===== src/rtl/unsigned_seq_ctrl.sv =====
// unsigned_seq_ctrl: sequential unsigned ALU controller.
//   Add and subtract complete in one cycle. Multiply is a shift-add and divide is
//   a restoring division, each one bit per cycle for WIDTH cycles.
//
// Ports:
//   clk        rising-edge clock
//   reset      synchronous active-high reset
//   Start      begin an operation (sampled only when Busy=0)
//   OpCode     00 add, 01 subtract, 10 multiply, 11 divide
//   A, B       unsigned operands (dividend/minuend, divisor/subtrahend)
//   Busy       high while a multiply or divide is iterating
//   Done       one-cycle pulse, results valid
//   Answer     sum, difference, product low word or quotient
//   AnswerHi   product high word, remainder, or 0 for add/sub
//   CarryOut   add carry or subtract borrow, 0 otherwise
//   DivByZero  last completed divide had B=0
//
// Configuration macro:
//   UNSIGNED_SEQ_DIVZERO_FAST_EN  when defined, a divide by zero skips the DIV
//                                 iterations and finishes one cycle after acceptance.
module unsigned_seq_ctrl #(
    parameter int unsigned WIDTH = 32
) (
    input  logic             clk,
    input  logic             reset,
    input  logic             Start,
    input  logic [1:0]       OpCode,
    input  logic [WIDTH-1:0] A,
    input  logic [WIDTH-1:0] B,
    output logic             Busy,
    output logic             Done,
    output logic [WIDTH-1:0] Answer,
    output logic [WIDTH-1:0] AnswerHi,
    output logic             CarryOut,
    output logic             DivByZero
);

    typedef enum logic [1:0] {StIdle, StMul, StDiv, StDone} state_e;

    state_e           state_q;
    logic [5:0]       cnt_q;
    // Multiply: work_hi_q = partial product, work_lo_q = multiplier shifting out.
    // Divide:   work_hi_q = partial remainder, work_lo_q = dividend/quotient.
    logic [WIDTH-1:0] work_hi_q;
    logic [WIDTH-1:0] work_lo_q;
    logic [WIDTH-1:0] b_q;

    logic [WIDTH:0]   mul_sum;
    logic [WIDTH-1:0] mul_hi_nxt;
    logic [WIDTH-1:0] mul_lo_nxt;
    logic [WIDTH:0]   div_shift;
    logic             div_neg;
    logic [WIDTH-1:0] div_rem_nxt;
    logic [WIDTH-1:0] div_quo_nxt;
    logic [WIDTH:0]   add_sum;
    logic [WIDTH-1:0] sub_diff;
    logic             sub_borrow;
    logic             div_fast;
    logic             last_iter;

    always_comb begin
        // Shift-add step: conditionally add multiplicand, then shift {carry,hi,lo} right.
        mul_sum    = {1'b0, work_hi_q} + (work_lo_q[0] ? {1'b0, b_q} : '0);
        mul_hi_nxt = mul_sum[WIDTH:1];
        mul_lo_nxt = {mul_sum[0], work_lo_q[WIDTH-1:1]};

        // Restoring step: bring in next dividend bit, subtract divisor if it fits.
        // When it fits the difference is below B, so WIDTH bits hold it exactly;
        // with B=0 it always fits and the remainder ends up equal to A.
        div_shift   = {work_hi_q, work_lo_q[WIDTH-1]};
        div_neg     = div_shift < {1'b0, b_q};
        div_rem_nxt = div_neg ? div_shift[WIDTH-1:0] : (div_shift[WIDTH-1:0] - b_q);
        div_quo_nxt = {work_lo_q[WIDTH-2:0], ~div_neg};

        add_sum    = {1'b0, A} + {1'b0, B};
        sub_diff   = A - B;
        sub_borrow = A < B;

`ifdef UNSIGNED_SEQ_DIVZERO_FAST_EN
        div_fast = (B == '0);
`else
        div_fast = 1'b0;
`endif

        last_iter = (cnt_q == 6'(WIDTH - 1));
    end

    always_ff @(posedge clk) begin
        if (reset) begin
            state_q   <= StIdle;
            cnt_q     <= '0;
            work_hi_q <= '0;
            work_lo_q <= '0;
            b_q       <= '0;
            Busy      <= 1'b0;
            Done      <= 1'b0;
            Answer    <= '0;
            AnswerHi  <= '0;
            CarryOut  <= 1'b0;
            DivByZero <= 1'b0;
        end else begin
            unique case (state_q)
                StIdle, StDone: begin
                    if (Start) begin
                        cnt_q <= '0;
                        b_q   <= B;
                        unique case (OpCode)
                            2'b00: begin
                                Answer    <= add_sum[WIDTH-1:0];
                                AnswerHi  <= '0;
                                CarryOut  <= add_sum[WIDTH];
                                DivByZero <= 1'b0;
                                state_q   <= StDone;
                                Busy      <= 1'b0;
                                Done      <= 1'b1;
                            end
                            2'b01: begin
                                Answer    <= sub_diff;
                                AnswerHi  <= '0;
                                CarryOut  <= sub_borrow;
                                DivByZero <= 1'b0;
                                state_q   <= StDone;
                                Busy      <= 1'b0;
                                Done      <= 1'b1;
                            end
                            2'b10: begin
                                work_hi_q <= '0;
                                work_lo_q <= A;
                                state_q   <= StMul;
                                Busy      <= 1'b1;
                                Done      <= 1'b0;
                            end
                            2'b11: begin
                                if (div_fast) begin
                                    Answer    <= '1;
                                    AnswerHi  <= A;
                                    CarryOut  <= 1'b0;
                                    DivByZero <= 1'b1;
                                    state_q   <= StDone;
                                    Busy      <= 1'b0;
                                    Done      <= 1'b1;
                                end else begin
                                    work_hi_q <= '0;
                                    work_lo_q <= A;
                                    state_q   <= StDiv;
                                    Busy      <= 1'b1;
                                    Done      <= 1'b0;
                                end
                            end
                        endcase
                    end else begin
                        state_q <= StIdle;
                        Busy    <= 1'b0;
                        Done    <= 1'b0;
                    end
                end
                StMul: begin
                    work_hi_q <= mul_hi_nxt;
                    work_lo_q <= mul_lo_nxt;
                    cnt_q     <= cnt_q + 6'd1;
                    if (last_iter) begin
                        Answer    <= mul_lo_nxt;
                        AnswerHi  <= mul_hi_nxt;
                        CarryOut  <= 1'b0;
                        DivByZero <= 1'b0;
                        state_q   <= StDone;
                        Busy      <= 1'b0;
                        Done      <= 1'b1;
                    end
                end
                StDiv: begin
                    work_hi_q <= div_rem_nxt;
                    work_lo_q <= div_quo_nxt;
                    cnt_q     <= cnt_q + 6'd1;
                    if (last_iter) begin
                        Answer    <= div_quo_nxt;
                        AnswerHi  <= div_rem_nxt;
                        CarryOut  <= 1'b0;
                        DivByZero <= (b_q == '0);
                        state_q   <= StDone;
                        Busy      <= 1'b0;
                        Done      <= 1'b1;
                    end
                end
            endcase
        end
    end

endmodule


===== config.mk =====
export PLATFORM = sky130hd
export DESIGN_NAME = unsigned_seq_ctrl
export DESIGN_NICKNAME = d
export VERILOG_FILES = /design/src/rtl/unsigned_seq_ctrl.sv
export SDC_FILE = /design/constraint.sdc
export NUM_CORES = 1
export LEC_CHECK = 0
export CAP_MARGIN = 25
export CORE_MARGIN = 1
export CORE_UTILIZATION = 56
export CTS_BUF_LIST = sky130_fd_sc_hd__clkbuf_2 sky130_fd_sc_hd__clkbuf_4 sky130_fd_sc_hd__clkbuf_8
export DETAILED_ROUTE_END_ITERATION = 6
export PLACE_DENSITY = 0.76
export SLEW_MARGIN = 20
export SYNTH_ARGS = -nofsm -noshare
export SYNTH_HDL_FRONTEND = slang
export SYNTH_SLANG_ARGS = --single-unit

===== constraint.sdc =====
create_clock -name clk -period 8.58 [get_ports clk]
set_input_delay 2.145 -clock clk [delete_from_list [all_inputs] [get_ports clk]]
set_output_delay 2.145 -clock clk [all_outputs]
set_load 0.1 [all_outputs]

==> metrics.md <==
| Metric | Value |
|---|---|
| Setup WS post-layout | 3.235 ns |
| Post-synth EDFFs | 0 |
| Final Hold Viols | 0 |
| Fin. max-slew vios | 0 |
| Hold_buf cts | 0 |
| # rows | 57 |
| Netlist cell types | 77 |
| Most frequent CP cell | o21ai_0 |
| Syn_nets | 2141 |
| Mapped Cells | 1937 |
| N_diodes | 0 |
| Fmax | 187.1 MHz |
| Slew margin rel. | 0.3199 |
| Tmin final | 5.345 ns |
| Die H | 161.1 um |
| Worst setup EP type | flop |
| Register area share after synthesis | 0.2431 |
| Wire per inst | 20.96 um |
| RSZ-0062 raised after global routing | false |
| Netlist area before placement | 14170 um^2 |
| Number of CTS-inserted buffers | 17 |
| Clock-pin slew on the worst setup and hold paths | 0.10 ns |
| GRT Util Overall | 0.3719 |
| DP Worst Slack | 2.820 ns |
| Final net count | 2200 |
| Leading area contributor after synthesis | dfxtp_1 |
| Top-area cell type share of the netlist area | 0.2431 |
| Routed vias/inst | 6.487 |
| Worst path cell trace | clkdlybuf4s50_1 > inv_1 > ha_1 > nor4_1 > nand3_1 > o21ai_0 > o21ai_0 > o21ai_0 > a211oi_1 > o21ai_0 > o221ai_1 > xnor2_1 > o21ai_0 |
| Max cap viols | 0 |
| Most common cell in the synthesized netlist | nand2_1 |
| Final GP Congestion | 0.9674 |
| Die ar. | 25940 um^2 |
| Die Span X | 161.1 um |
| Finished Layout Cells | 2332 |
| Warnings, synthesis | 0 |
| Fin crit share | 0.6230 |
| CP max-delay cell | nor4_1 |
| Root buffer cell | clkbuf_8 |
| Max Buffers Root-to-Sink | 2 |
| Most used DFF post-synth | dfxtp_1 |
| Vias in the first global route | 14255 |
| TritonRoute pass-1 iters | 6 |
| Clock Sinks | 172 |
| Delay of the slowest critical-path stage | 0.57 ns |
| Post-CTS setup buffers | 0 |
| # H-tree levels | 4 |
| Synth Area per Inst | 7.313 um^2 |
| Hold Path Class | reg -> reg |
| Crit-path max FO | 8 |
| Setup CP Type | in -> reg |
| Largest net degree at the start of global routing | 91 |
| Number of port buffers | 136 |
| Post-cts sizing count | 0 |
| Later-pin clock latency in the skew report | 0.49 ns |
| Initial antenna violation count | 0 |
| Total number of vias | 15128 |
| First-pass GRT wire length | 76530 um |
| Synth async-reset ratio | 0 |
| Initial Util | 0.5774 |
| CP Launch Type | input pin |
| Setup TNS | 0 ns |
| Final instance area | 16120 um^2 |
| Share of cells above drive strength 1 | 0.04382 |
| Worst Path Arrival | 5.72 ns |
| WL final | 48880 um |
| Clock Skew | 0.02534 ns |
| Worst VDD drop | 455.0 uV |
| Static leakage | 0.006600 uW |
| Placed instance count | 2301 |
| GRT overflow | 0 |
| # setup viols final | 0 |
| DRT iter0 DRCs | 1476 |
| DR DRC count | 0 |
| Pwr/cell area | 291.0 nW/um^2 |
| Antenna Nets Post-Route | 0 |
| Core area | 24530 um^2 |
| Top cells by count, synth | nand2_1, a21oi_1, dfxtp_1 |
| Top cells by area in the synthesized netlist | dfxtp_1, ha_1, a21oi_1, nand2_1, o21ai_0 |
| Data required, critical path | 8.95 ns |
| Synth-to-Final Area Change | 13.80% |
| CTS tree | done |
| Ports | 137 |
| #FFs+latches synth | 172 |
| Final HPWL DP | 36470 um |
| Worst-Margin Slew | 1.017 ns |
| DP Area | 15690 um^2 |
| Status | completed |
through the flow:
step,utilization,total power (uW),hold WS [ns]
floorplan,-,3164,0.4447
global placement,0.6390,3941,0.4366
detailed placement,0.6396,3984,0.4476
CTS,0.6571,4641,0.4666
global route,0.6571,4931,0.4849
finish,0.6571,4692,0.4615
cell type report:
class / instances / area [um^2]
clock inverter: 10 / 165.2
inverter: 122 / 457.9
fill: 2236 / 8413
clock buffer: 21 / 264.0
timing repair buffer: 154 / 1501
multi-input combinational: 1529 / 9883
sequential: 172 / 3443
tap: 324 / 405.4
per-layer routing:
metal,GRT usage,wire [um]
met5,0,0
met4,0.1377,1616
met3,0.05855,4384
met2,0.5993,22090
met1,0.5002,20800
where the power goes:
part	internal (uW)	switching, uW
Sequential	976	157
Combinational	835	2070
Clock	330	324
Total	2140	2550
flip-flops by register name, indices dropped and copies added, names as in the netlist:
name / cells
AnswerHi: 32
Done: 1
Answer: 32
DivByZero: 1
b_q: 32
cnt_q: 6
state_q: 2
work_hi_q: 32
CarryOut: 1
Busy: 1
work_lo_q: 32
critical path: cells and delay by family:
kind / cells / cell delay [ns]
simple gates: 2 / 0.70
compound gates: 7 / 1.72
fa+ha+maj: 1 / 0.38
buf+inv: 2 / 0.58
xor+xnor: 1 / 0.18
cells by family after synthesis:
family | after synthesis | share of synthesized area
flops | 172 | 0.2431
simple gates | 607 | 0.1952
xor+xnor | 76 | 0.04699
compound gates | 700 | 0.3222
buf+inv | 236 | 0.06297
fa+ha+maj | 135 | 0.1214
mux | 11 | 0.008214
worst paths after layout:
check                          endpoint  cells past startpoint                       from  slack, ns
min reg2reg   AnswerHi[21]$_SDFFE_PP0P_                      2  AnswerHi[21]$_SDFFE_PP0P_       0.46
max reg2reg  work_hi_q[30]$_SDFFE_PP0P_                     14  work_lo_q[0]$_SDFFE_PP0P_       4.49
min           AnswerHi[21]$_SDFFE_PP0P_                      2  AnswerHi[21]$_SDFFE_PP0P_       0.46
max             Answer[30]$_SDFFE_PP0P_                     13                       B[8]       3.23
cell usage in the layout, fill, tap and decap left out, drive strengths merged, types with 36 or more instances in the layout:
cell type / Yosys / layout
nor2: 141 / 141
xnor2: 47 / 47
nand2: 256 / 256
a21oi: 216 / 216
inv: 120 / 122
dfxtp: 172 / 172
clkdlybuf4s50: 0 / 135
ha: 131 / 131
o21ai: 140 / 140
and2: 36 / 36
a21o: 45 / 45
Power figures use the tool's default switching activity.
